<file path="config.mk">
export PLATFORM = sky130hd
export DESIGN_NAME = invader_march_ctrl
export DESIGN_NICKNAME = d
export VERILOG_FILES = /design/src/rtl/invader_pkg.sv /design/src/rtl/sof_down_counter.sv /design/src/rtl/invader_march_ctrl.sv
export SDC_FILE = /design/constraint.sdc
export NUM_CORES = 1
export LEC_CHECK = 0
export ABC_AREA = 1
export BUFFER_PORTS_ARGS = -buffer_cell sky130_fd_sc_hd__buf_4
export CAP_MARGIN = 20
export CORE_MARGIN = 3
export CORE_UTILIZATION = 34
export DETAILED_ROUTE_END_ITERATION = 8
export GPL_TIMING_DRIVEN = 0
export PLACE_DENSITY_LB_ADDON = 0.15
export SYNTH_ARGS = -nofsm -noshare
export SYNTH_HDL_FRONTEND = slang
export SYNTH_HIERARCHICAL = 1
export SYNTH_SLANG_ARGS = --single-unit
export TNS_END_PERCENT = 5
</file>
<file path="constraint.sdc">
create_clock -name clk -period 1.6 [get_ports clk]
set_input_delay 0.32 -clock clk [delete_from_list [all_inputs] [get_ports clk]]
set_output_delay 0.32 -clock clk [all_outputs]
set_load 0.01 [all_outputs]
</file>
<file path="src/rtl/invader_pkg.sv">
// Shared types and widths for the invader march sequencer.
package invader_pkg;

  localparam int ALIVE_W     = 6;
  localparam int LEVEL_W     = 2;
  localparam int FRAME_CNT_W = 8;

  // Game-level flow of the marching fleet.
  typedef enum logic [2:0] {
    IDLE,
    COUNTDOWN,
    MARCH,
    DESCEND,
    WAVE_CLEAR,
    GAME_OVER
  } march_st_t;

  // True in the states where the fleet is on the move and kills count.
  function automatic logic isPlaying(input march_st_t st);
    return (st == MARCH) || (st == DESCEND);
  endfunction

endpackage

</file>
<file path="src/rtl/sof_down_counter.sv">
// Loadable frame counter shared by the start countdown and the descent.
// Decrements once per startOfFrame while running; 'expire' flags the frame
// pulse that takes it from 1 to 0, 'done' is the registered form of that
// event, qualified by pulseEn so the owner can suppress it.
module sof_down_counter
  import invader_pkg::*;
(
  input  logic                   clk,
  input  logic                   resetN,
  input  logic                   load,
  input  logic [FRAME_CNT_W-1:0] loadValue,
  input  logic                   startOfFrame,
  input  logic                   run,
  input  logic                   pulseEn,
  output logic                   expire,
  output logic                   done
);

  logic [FRAME_CNT_W-1:0] count;

  assign expire = run && startOfFrame && (count == FRAME_CNT_W'(1));

  // Frame count: load wins, otherwise step down on each frame until zero.
  // NOTE: state is written with <= so every flop samples pre-edge values;
  // blocking = here would make results depend on block evaluation order.
  always_ff @(posedge clk or negedge resetN) begin
    if (!resetN) begin
      count <= '0;
    end else if (load) begin
      count <= loadValue;
    end else if (run && startOfFrame && (count != '0)) begin
      count <= count - FRAME_CNT_W'(1);
    end
  end

  // One-cycle pulse in the cycle after the frame that reached zero.
  always_ff @(posedge clk or negedge resetN) begin
    if (!resetN) begin
      done <= 1'b0;
    end else begin
      done <= expire && pulseEn && !load;
    end
  end

endmodule

</file>
<file path="src/rtl/invader_march_ctrl.sv">
// Game-flow sequencer for the invader fleet: countdown, march, descend,
// wave clear and game over. Produces the fleet mover controls, the fleet
// position hold, the speed level and the alive count. All outputs are flops.
module invader_march_ctrl
  import invader_pkg::*;
#(
  parameter int NUM_INVADERS       = 32,
  parameter int START_DELAY_FRAMES = 60,
  parameter int DESCEND_FRAMES     = 30,
  parameter int SPEED_STEP         = 8,
  parameter int MAX_LEVEL          = 3
) (
  input  logic               clk,
  input  logic               resetN,
  input  logic               startOfFrame,
  input  logic               startGame,
  input  logic               invaderHit,
  input  logic               borderHit,
  input  logic               fleetLanded,
  output logic               idleN,
  output logic               chgDir,
  output logic               oneSec,
  output logic               fleetResetN,
  output logic [LEVEL_W-1:0] speedLevel,
  output logic [ALIVE_W-1:0] aliveCount,
  output logic               waveClear,
  output logic               gameOver
);

  localparam logic [ALIVE_W-1:0]     ALIVE_INIT   = ALIVE_W'(NUM_INVADERS);
  localparam logic [ALIVE_W-1:0]     KILL_WRAP    = ALIVE_W'(SPEED_STEP - 1);
  localparam logic [LEVEL_W-1:0]     LEVEL_TOP    = LEVEL_W'(MAX_LEVEL);
  localparam logic [FRAME_CNT_W-1:0] START_LOAD   = FRAME_CNT_W'(START_DELAY_FRAMES);
  localparam logic [FRAME_CNT_W-1:0] DESCEND_LOAD = FRAME_CNT_W'(DESCEND_FRAMES);

  march_st_t              state;
  march_st_t              nextState;
  logic                   borderPrev;
  logic                   borderRise;
  logic                   hitValid;
  logic                   lastKill;
  logic                   cntLoad;
  logic [FRAME_CNT_W-1:0] cntLoadValue;
  logic                   cntRun;
  logic                   cntPulseEn;
  logic                   cntExpire;
  logic [ALIVE_W-1:0]     killCnt;

  // A landing fleet swallows any kill in the same cycle.
  assign borderRise = borderHit && !borderPrev;
  assign hitValid   = isPlaying(state) && invaderHit && !fleetLanded;
  assign lastKill   = hitValid && (aliveCount == ALIVE_W'(1));

  // The frame counter runs in both timed states; only descents emit oneSec,
  // and not when a landing or the last kill pre-empts the descent end.
  assign cntRun     = (state == COUNTDOWN) || (state == DESCEND);
  assign cntPulseEn = (state == DESCEND) && !fleetLanded && !lastKill;

  sof_down_counter u_frameCnt (
    .clk          (clk),
    .resetN       (resetN),
    .load         (cntLoad),
    .loadValue    (cntLoadValue),
    .startOfFrame (startOfFrame),
    .run          (cntRun),
    .pulseEn      (cntPulseEn),
    .expire       (cntExpire),
    .done         (oneSec)
  );

  // State register.
  always_ff @(posedge clk or negedge resetN) begin
    if (!resetN) begin
      state <= IDLE;
    end else begin
      state <= nextState;
    end
  end

  // Next-state and counter-load decode; landing > last kill > border/descent end.
  // NOTE: every signal gets a default before the case so no path leaves one
  // unassigned, which would otherwise infer a latch.
  always_comb begin
    nextState    = state;
    cntLoad      = 1'b0;
    cntLoadValue = START_LOAD;
    case (state)
      IDLE: begin
        if (startGame) begin
          nextState = COUNTDOWN;
          cntLoad   = 1'b1;
        end
      end
      COUNTDOWN: begin
        if (cntExpire) nextState = MARCH;
      end
      MARCH: begin
        if (fleetLanded) begin
          nextState = GAME_OVER;
        end else if (lastKill) begin
          nextState = WAVE_CLEAR;
        end else if (borderRise) begin
          nextState    = DESCEND;
          cntLoad      = 1'b1;
          cntLoadValue = DESCEND_LOAD;
        end
      end
      DESCEND: begin
        if (fleetLanded) begin
          nextState = GAME_OVER;
        end else if (lastKill) begin
          nextState = WAVE_CLEAR;
        end else if (cntExpire) begin
          nextState = MARCH;
        end
      end
      WAVE_CLEAR: begin
        nextState = COUNTDOWN;
        cntLoad   = 1'b1;
      end
      GAME_OVER: begin
        if (!startGame) nextState = IDLE;
      end
      default: nextState = IDLE;
    endcase
  end

  // Alive count, kill counter and speed level; reloaded on game start and wave clear.
  always_ff @(posedge clk or negedge resetN) begin
    if (!resetN) begin
      aliveCount <= ALIVE_INIT;
      killCnt    <= '0;
      speedLevel <= '0;
    end else if (((state == IDLE) && startGame) || (state == WAVE_CLEAR)) begin
      aliveCount <= ALIVE_INIT;
      killCnt    <= '0;
      speedLevel <= '0;
    end else if (hitValid) begin
      if (aliveCount != '0) aliveCount <= aliveCount - ALIVE_W'(1);
      if (killCnt == KILL_WRAP) begin
        killCnt <= '0;
        if (speedLevel != LEVEL_TOP) speedLevel <= speedLevel + LEVEL_W'(1);
      end else begin
        killCnt <= killCnt + ALIVE_W'(1);
      end
    end
  end

  // Registered control outputs, decoded from the state being entered.
  always_ff @(posedge clk or negedge resetN) begin
    if (!resetN) begin
      borderPrev  <= 1'b0;
      idleN       <= 1'b0;
      chgDir      <= 1'b0;
      fleetResetN <= 1'b0;
      waveClear   <= 1'b0;
      gameOver    <= 1'b0;
    end else begin
      borderPrev  <= borderHit;
      idleN       <= isPlaying(nextState);
      chgDir      <= (state == MARCH) && (nextState == DESCEND);
      fleetResetN <= !((nextState == IDLE) || (nextState == WAVE_CLEAR) ||
                       (nextState == GAME_OVER));
      waveClear   <= (nextState == WAVE_CLEAR);
      gameOver    <= (nextState == GAME_OVER);
    end
  end

endmodule

</file>
==> metrics, run 1 <==
Max Slew Vio Count=0; grt total ovfl=0; Initial Util=35.9%; CP Buf/Inv Count=5; vias=1772; port bufs=20; Crit path required time=1780 ps; synthesized instance count=257; Die H=83.0 microns; distinct cell type count after synthesis=36; Final Hold Fails=0; most frequent cells in the layout=65 x nand2_1, 40 x buf_4, 29 x dfrtp_1; VDD IR max=0.747 mV; Top FF cell, synth=dfrtp_1; detailed-route wire length=4.37 mm; unrepaired setup endpoints after global routing=true; CP startpoint=state[2]; Mapped Area=2020 sq um; via-per-instance ratio=4.61; fin crit share=97.7%; DR WL/cell=11.4 microns; crit path capture=u_frameCnt/count[7]; syn_area_per_cell=7.84 sq um; Setup Crit Path Kind=flop to flop; drc violations=0; FF-to-FF End=u_frameCnt/count[7]; die width=83.0 microns; Gate power share=53.3%; largest net degree at the start of global routing=33; # IOs=21; commonest non-fill, non-tap cell in the layout=nand2_1; post-DP HPWL=2.93 mm; first-pass GRT wire length=7.61 mm; H-Tree Depth=2; number of diodes=0; slowest stage delay, CP=400 ps; min Tclk post-route=1560 ps; worst r2r src=state[2]; #FFs+latches synth=32; Sequential Power Share=30.7%; share of layout cells above drive strength 1=35.3%; worst-case clock buffer depth=2; cell chain of the critical path=inv_2 > buf_4 > nand2_1 > nand2_2 > buf_6 > nand2_4 > buf_8 > clkinv_8 > or2_4 > nand3_2 > nand2_1; Startpoint Class=flop; register area share after synthesis=39.8%; clock transition at the registers of the reported paths=70 ps; CP max stage cell=dfrtp_2; R2R depth=11; Inst Count DP=353; Clock Skew=9.27 ps; P_int=2.43 mW; CP max FO=10; Placeable Area=5610 sq um; Clock Latency Late Sink=280 ps; DIE AREA=6890 sq um; Syn-to-layout area delta=34.9%; Post-synth ARST share=100%; row cnt=27; Worst path most repeated cell=nand2_1; setup tns final=0 ps; Final GP Congestion=0.765; violation count after the first detailed-route iteration=99; CP delay by family, top=buffers and inverters; Clk pwr share=16.0%; cell depth of the worst setup path=11; register-to-register path setup slack=40 ps; Final nets=327; CTS Buf Count=5; Core Util, Final=48.5%; fmax=0.640 GHz; crit path DAT=1740 ps; sw frac=42.6%; clock sinks=32; Worst setup EP type=flop; initial antenna violation count=0; Leakage=1.41 nW; vias in the first global route=1653; antenna-violating nets left=0; yosys warns=6; number of synthesized flops with an enable pin=0; Max Cap Viol=0; Hold Path Class=input pin to flop; CTS tree=done; Final setup viols=0; total iterations of the first detailed-routing run=4; GRT Util Overall=13.3%; status=complete, no violations; Net Switching=1.81 mW; pwr dens=1560 nW/um^2; non-filler cells, final=384; CTS root buffer=clkbuf_8
==> area by class of cell <==
type,count,area [sq um]
tap,72,90.1
clock buffer,7,96.3
fill,558,2890
timing repair buffer,43,329
sequential,32,805
multi-input combinational,194,1210
buffer,2,26.3
timing repair inverter,1,8.76
inverter,33,149
==> sequential cells by signal, indices dropped and copies added, names as in the netlist <==
name,flops
u_frameCnt/done,1
killCnt,6
aliveCount,6
gameOver,1
borderPrev,1
waveClear,1
u_frameCnt/count,8
chgDir,1
idleN,1
fleetResetN,1
speedLevel,2
state,3
==> per-layer routing <==
layer | track usage [%] | share of wire, % | up-vias | wire length [microns]
met5 | 0 | 0 | - | 0
met4 | 4.90 | 1.7 | 0 | 75
met3 | 2.38 | 3.5 | 5 | 154
met2 | 21.7 | 49 | 38 | 2160
met1 | 17.4 | 45 | 802 | 1980
li1 | - | - | 927 | -
==> cells by family (layout without fill, tap and decap cells) <==
kind of cell | Yosys count | after routing | synth area share (%)
AOI/OAI and AO/OA | 25 | 25 | 8.44
other | 2 | 6 | 0.373
adders and majority gates | 8 | 8 | 4.97
buffers and inverters | 35 | 86 | 7.82
xor gates and xnor gates | 6 | 6 | 2.61
and+or+nand+nor | 149 | 149 | 36.0
DFF | 32 | 32 | 39.8
==> worst min path at each step <==
| stage | slack (ps) | end | start | depth (start not counted) |
|---|---|---|---|---|
| after global placement | 300 | killCnt[3] | resetN | 1 |
| after floorplan | 20 | aliveCount[0] | resetN | 0 |
| after detailed placement | 300 | killCnt[3] | resetN | 1 |
| after global routing | 150 | borderPrev | borderHit | 1 |
| final | 160 | borderPrev | borderHit | 1 |
| after CTS | 150 | borderPrev | borderHit | 1 |
==> worst reg2reg max path: cells and delay by family, from the launching register on <==
kind | cells | cell delay (ps)
simple gates | 6 | 530
flops | 1 | 400
buf+inv | 5 | 540
==> power groups by stage <==
stage                     sequential (mW)  combinational, mW  clock, mW
final                                1.31               2.26      0.678
after global routing                 1.34               2.56      0.731
after CTS                            1.27               2.11      0.713
after detailed placement             1.31               1.82          0
after global placement               1.31               1.80          0
after floorplan                      1.31               1.36          0
==> through the flow <==
stage          total power [mW]  hold WS, ps  setup slack [ps]  instance area (sq um)
3_3_place_gp               3.11          299              -173                   2310
4_1_cts                    4.10          146              6.02                   2590
5_1_grt                    4.63          154             -55.1                   2720
3_5_place_dp               3.13          297              -185                   2310
6_report                   4.25          158              37.5                   2720
2_1_floorplan              2.67         24.4             -4.72                   2070
==> cell usage after synthesis, types with 4 or more instances <==
cell	instances	area [sq um]
nand2_1	70	263
ha_1	8	100
nand2_2	5	31.3
dfrtp_1	31	776
o21ai_2	4	35.0
inv_1	28	105
o21ai_1	4	20.0
nor2_1	28	105
xor2_1	5	43.8
nand3_1	24	120
nand4_1	4	25.0
o21ai_0	10	50.1
==> what timing repair did <==
action	in CTS	in global routing
setup endpoints to repair	11	14
gates resized for setup	14	24
setup buffers	16	5
cloned	1	1
hold endpoints to repair	31	0
pin swaps	9	7
hold buffers	1	0
Power figures use the tool's default switching activity.
==> inputs of run 2 (changes only) <==
- ABC_AREA: 1 -> not set
- clock period: 1.6 -> 2 ns (I/O delays scaled with it)
==> metrics, run 2 <==
min Tclk post-route=1920 ps; row cnt=25; Startpoint Class=flop; Crit path required time=2200 ps; clock sinks=32; XOR/XNOR Fraction of Synth Area=3.41%; vias=1487; unrepaired setup endpoints after global routing=true; CP max stage cell=or4b_1; fmax=0.520 GHz; Net Switching=900 uW; Synth top area share=43.2%; CTS root buffer=clkbuf_8; DIE AREA=6190 sq um; Syn-to-layout area delta=24.1%; grt total ovfl=0; ranking of synthesized cells by area=dfrtp_1 43%, ha_1 5.6%, nand2_1 5.4%, nor2_1 3.8%, nand3_1 2.5%; post-synthesis simple-gate area fraction=28.8%; distinct cell type count after synthesis=45; non-filler cells, final=297; setup tns final=0 ps; worst-case clock buffer depth=2; VDD IR max=0.390 mV; Post-Synth Adder-Cell Area=5.57%; Leakage=1.04 nW; slowest stage delay, CP=430 ps; GRT Util Overall=14.1%; Clock Latency Late Sink=280 ps; Compound-Gate Fraction of Synth Area=13.0%; #FFs+latches synth=32; Worst setup EP type=flop; largest family of logic cells by synthesized area=simple AND/OR/NAND/NOR gates; Initial Util=36.6%; Largest register FFs=8; Max Slew Vio Count=0; detailed-route wire length=3.79 mm; antenna-violating nets left=0; cell chain of the critical path=inv_2 > ha_1 > nor3b_4 > nand3_2 > nand3_4 > nand2_2 > buf_6 > nor2_1 > or4b_1 > o211ai_1; CP max FO=9; clock transition at the registers of the reported paths=70 ps; Final nets=244; largest register by flop count=u_frameCnt/count; register area share after synthesis=44.6%; post-synth top area cell=dfrtp_1; CP delay by family, top=simple AND/OR/NAND/NOR gates; post-DP HPWL=2.68 mm; vias in the first global route=1525; commonest non-fill, non-tap cell in the layout=dfrtp_1; most frequent cells in the layout=30 x dfrtp_1, 25 x nand2_1, 23 x buf_4; Final GP Congestion=0.784; most common cell in the netlist=dfrtp_1; P_int=1.58 mW; syn_area_per_cell=9.21 sq um; total iterations of the first detailed-routing run=5; synthesized instance count=195; biggest regs=u_frameCnt/count: 8 flops, aliveCount: 6 flops, killCnt: 6 flops; number of diodes=0; status=complete, no violations; Final setup viols=0; Sequential Power Share=39.8%; CTS Buf Count=5; share of layout cells above drive strength 1=22.2%; Mapped Area=1800 sq um; sw frac=36.3%; Inst Count DP=286; CTS tree=done; mux contribution to synthesized area=0.557%; number of synthesized flops with an enable pin=0; violation count after the first detailed-route iteration=55; # fillers=484; via-per-instance ratio=5.01; die width=78.7 microns; drc violations=0; first-pass GRT wire length=6.94 mm; Max Cap Viol=0; CP Buf/Inv Count=2; Die H=78.7 microns; DR WL/cell=12.8 microns; port bufs=20; Final Hold Fails=0; Post-synth top cells=31 x dfrtp_1, 26 x nand2_1, 18 x nor2_1; Placeable Area=4910 sq um; crit path DAT=2120 ps; # IOs=21; Hold Path Class=input pin to async pin; largest net degree at the start of global routing=33; fin crit share=96.1%; H-Tree Depth=2; Top FF cell, synth=dfrtp_1; Setup Crit Path Kind=flop to flop; Clk pwr share=24.8%; pwr dens=1110 nW/um^2; Clock Skew=7.20 ps; initial antenna violation count=0; Gate power share=35.5%; Post-synth ARST share=100%; yosys warns=6
## run 2: kinds of logic after synthesis
group                      after synthesis
and+or+nand+nor                         94
adders and majority gates                8
AOI/OAI and AO/OA                       34
other                                    2
buffers and inverters                   17
muxes                                    1
xor gates and xnor gates                 7
DFF                                     32
## run 2: path summary, 6_finish.rpt
path                                     from                  end  slack, ps  depth (start not counted)
worst max-delay path            aliveCount[1]  u_frameCnt/count[5]         80                         10
worst min-delay path                   resetN        speedLevel[0]         30                          1
worst max register to register  aliveCount[1]  u_frameCnt/count[5]         80                         10
worst min register to register  aliveCount[0]        aliveCount[0]        540                          1
max in group asynchronous              resetN        aliveCount[5]       1630                          1
min in group clk                    borderHit           borderPrev        230                          1
## run 2: power groups by stage
| stage | clock network [mW] | registers [mW] | logic [mW] |
|---|---|---|---|
| floorplan | 0 | 0.974 | 0.592 |
| global placement | 0 | 0.997 | 0.830 |
| detailed placement | 0 | 0.989 | 0.845 |
| CTS | 0.630 | 0.983 | 0.880 |
| global route | 0.670 | 1.01 | 1.02 |
| finish | 0.615 | 0.987 | 0.880 |
## run 2: worst register-to-register path, stage by stage, from the launching register on
cell and delay [ps]:
dfrtp_1 400, inv_2 80, ha_1 140, nor3b_4 210, nand3_2 120, nand3_4 100, nand2_2 50, buf_6 140
nor2_1 90, or4b_1 430, o211ai_1 90
## run 2: cell type report
| cell class | count | area, sq um | share of cell area (%) |
|---|---|---|---|
| well taps | 67 | 83.8 | 3.76 |
| plain buffers | 5 | 30.0 | 1.35 |
| clock inverters | 2 | 35.0 | 1.57 |
| flip-flops and latches | 32 | 803 | 36.0 |
| repair buffers | 23 | 173 | 7.74 |
| multi-input cells | 150 | 987 | 44.3 |
| clock buffers | 6 | 72.6 | 3.25 |
| inverters | 12 | 45.0 | 2.02 |
## run 2: routing by layer
layer | GRT usage, % | share of wire (%) | vias to the layer above
met5 | 0 | 0 | -
met4 | 4.90 | 1.6 | 0
met3 | 3.97 | 3.6 | 8
met2 | 22.8 | 48 | 23
met1 | 18.1 | 47 | 701
li1 | - | - | 755
## run 2: repair_timing
action | CTS | global route
pin swaps | 0 | 4
gates resized for setup | 9 | 6
buffers inserted | 3 | 0
hold buffers | 0 | 0
setup endpoints to repair | 7 | 5
## run 2: stage by stage
stage / total power, mW / cell area, sq um / setup slack [ps] / hold WS [ps] / utilization [%]
6_report: 2.48 / 2230 / 77.4 / 31.7 / 45.4
5_1_grt: 2.70 / 2230 / -46.5 / 68.8 / 45.4
4_1_cts: 2.49 / 2210 / 12.3 / 57.7 / 45.0
3_5_place_dp: 1.83 / 2050 / -274 / 367 / 41.8
3_3_place_gp: 1.83 / 2050 / -260 / 368 / 41.8
2_1_floorplan: 1.57 / 1820 / 30.4 / 104 / -
==> inputs of run 3 (changes only) <==
- CORE_UTILIZATION: 34 -> 61
- SYNTH_HIERARCHICAL: 1 -> not set
==> metrics, run 3 <==
status=complete, no violations; Die H=59.5 microns; Setup Crit Path Kind=flop to flop; GRT Util Overall=22.4%; XOR/XNOR Fraction of Synth Area=4.52%; Mapped Area=1750 sq um; number of diodes=0; Clk pwr share=21.1%; #FFs+latches synth=32; post-synth top area cell=dfrtp_1; worst-case clock buffer depth=2; Post-synth top cells=31 x dfrtp_1, 21 x nor2_1, 8 x ha_1, 8 x inv_1, 7 x xor2_1; Hold Path Class=input pin to flop; via-per-instance ratio=5.86; clock transition at the registers of the reported paths=90 ps; Crit path required time=2230 ps; # fillers=183; pwr dens=796 nW/um^2; commonest non-fill, non-tap cell in the layout=dfrtp_1; Placeable Area=2590 sq um; Max-Slew Margin vs Limit=56.3%; mux contribution to synthesized area=3.01%; DIE AREA=3540 sq um; ranking of synthesized cells by area=dfrtp_1 44%, ha_1 5.7%, nor2_1 4.5%, xor2_1 3.5%, a21o_1 2.6%; most common cell in the netlist=dfrtp_1; Worst setup EP type=flop; Place WS=-30.6 ps; post-route cell area=2010 sq um; Post-synth ARST share=100%; non-filler cells, final=224; Top FF cell, synth=dfrtp_1; Sequential Power Share=53.1%; CTS Buf Count=5; violation count after the first detailed-route iteration=37; antenna-violating nets left=0; largest net degree at the start of global routing=33; min Tclk post-route=1920 ps; Syn-to-layout area delta=15.0%; CP delay by family, top=compound AO/OA/AOI/OAI gates; vias in the first global route=1298; slowest stage delay, CP=460 ps; Syn Nets=179; total iterations of the first detailed-routing run=4; Gate power share=25.8%; Initial Util=67.4%; P_int=1.07 mW; vias=1312; row cnt=18; post-synthesis simple-gate area fraction=22.3%; first-pass GRT wire length=5.88 mm; Max Cap Viol=0; most frequent cells in the layout=29 x dfrtp_1, 22 x buf_4, 21 x nor2_1; final worst setup slack=83.5 ps; Largest register FFs=8; CP max stage cell=dfrtp_2; largest register by flop count=u_frameCnt.count; die width=59.5 microns; PnR Total Power=1.60 mW; syn_area_per_cell=10.6 sq um; initial antenna violation count=0; CTS root buffer=clkbuf_4; detailed-route wire length=3.29 mm; register area=805 sq um; register area share after synthesis=45.9%; share of layout cells above drive strength 1=23.2%; Post-Synth Adder-Cell Area=5.73%; yosys warns=0; CTS tree=done; Area after DPL=1930 sq um; Final GP Congestion=0.833; Max Slew Vio Count=0; distinct cell type count after synthesis=46; CP max FO=6; Inst Count DP=214; biggest regs=u_frameCnt.count: 8 flops, aliveCount: 6 flops, killCnt: 6 flops; fmax=0.522 GHz; # IOs=21; H-Tree Depth=2; Final nets=209; grt total ovfl=0; Compound-Gate Fraction of Synth Area=15.8%; register-to-register path setup slack=80 ps; fin crit share=95.8%; cell chain of the critical path=ha_1 > nor2b_1 > a311o_2 > o41ai_4 > buf_4 > nor2_1; drc violations=0; CP Buf/Inv Count=1; unrepaired setup endpoints after global routing=false; largest family of logic cells by synthesized area=simple AND/OR/NAND/NOR gates; Startpoint Class=flop; hold_ws=181 ps; Final Hold Fails=0; port bufs=20; VDD IR max=0.865 mV; Worst-Margin Slew=650 ps; post-DP HPWL=2.41 mm; synthesized instance count=164; sw frac=32.9%; Leakage=1.02 nW; Synth top area share=44.4%; Final setup viols=0; number of synthesized flops with an enable pin=0; Clock Skew=9.82 ps; Clock Latency Late Sink=340 ps; clock sinks=32; Net Switching=525 uW; DR WL/cell=14.7 microns; crit path DAT=2140 ps; area of the multi-input gates=896 sq um
[run 3: timing repair]
item,4_1_cts,5_1_grt
endpoints found under the setup margin,6,7
hold buffers,1,0
pin swaps,1,0
gates resized for setup,0,2
hold endpoints to repair,31,0
setup buffers,1,1
[run 3: layer usage]
layer / GRT usage, % / up-vias / part of all wire (%)
met5: 0 / - / 0
met4: 10.1 / 0 / 1.9
met3: 6.75 / 7 / 4.2
met2: 36.5 / 24 / 49
met1: 27.1 / 631 / 45
li1: - / 650 / -
[run 3: power groups by stage]
stage	logic [mW]	clock network, mW	registers [mW]
global route	0.471	0.381	0.864
floorplan	0.300	0	0.843
detailed placement	0.407	0	0.856
global placement	0.386	0	0.853
CTS	0.413	0.353	0.845
finish	0.412	0.337	0.848
[run 3: worst paths after layout]
kind | cells after the start | to | start
min | 1 | borderPrev | borderHit
max | 6 | u_frameCnt.count[6] | aliveCount[0]
max in group asynchronous | 2 | aliveCount[5] | resetN
min in group asynchronous | 2 | killCnt[2] | resetN
max reg2reg | 6 | u_frameCnt.count[6] | aliveCount[0]
min reg2reg | 1 | speedLevel[1] | speedLevel[1]
[run 3: area by class of cell]
type | instances | share of cell area [%]
Inverter | 8 | 1.50
Clock buffer | 6 | 2.06
Multi-Input combinational cell | 120 | 44.6
Timing Repair Buffer | 23 | 8.73
Sequential cell | 32 | 40.1
Clock inverter | 1 | 0.249
Buffer | 4 | 0.873
Tap cell | 30 | 1.87
[run 3: kinds of logic (layout without fill, tap and decap cells)]
group / count (synthesis) / count (layout)
compound gates: 34 / 34
xor+xnor: 9 / 9
fa+ha+maj: 8 / 8
buf+inv: 12 / 42
flops: 32 / 32
mux: 5 / 5
simple gates: 64 / 64
[run 3: per-stage QoR]
step | util, % | setup TNS, ps
after detailed placement | 74.6 | -88.4
after CTS | 77.1 | 0
after floorplan | - | 0
final | 77.5 | 0
after global routing | 77.5 | 0
after global placement | 74.6 | 0
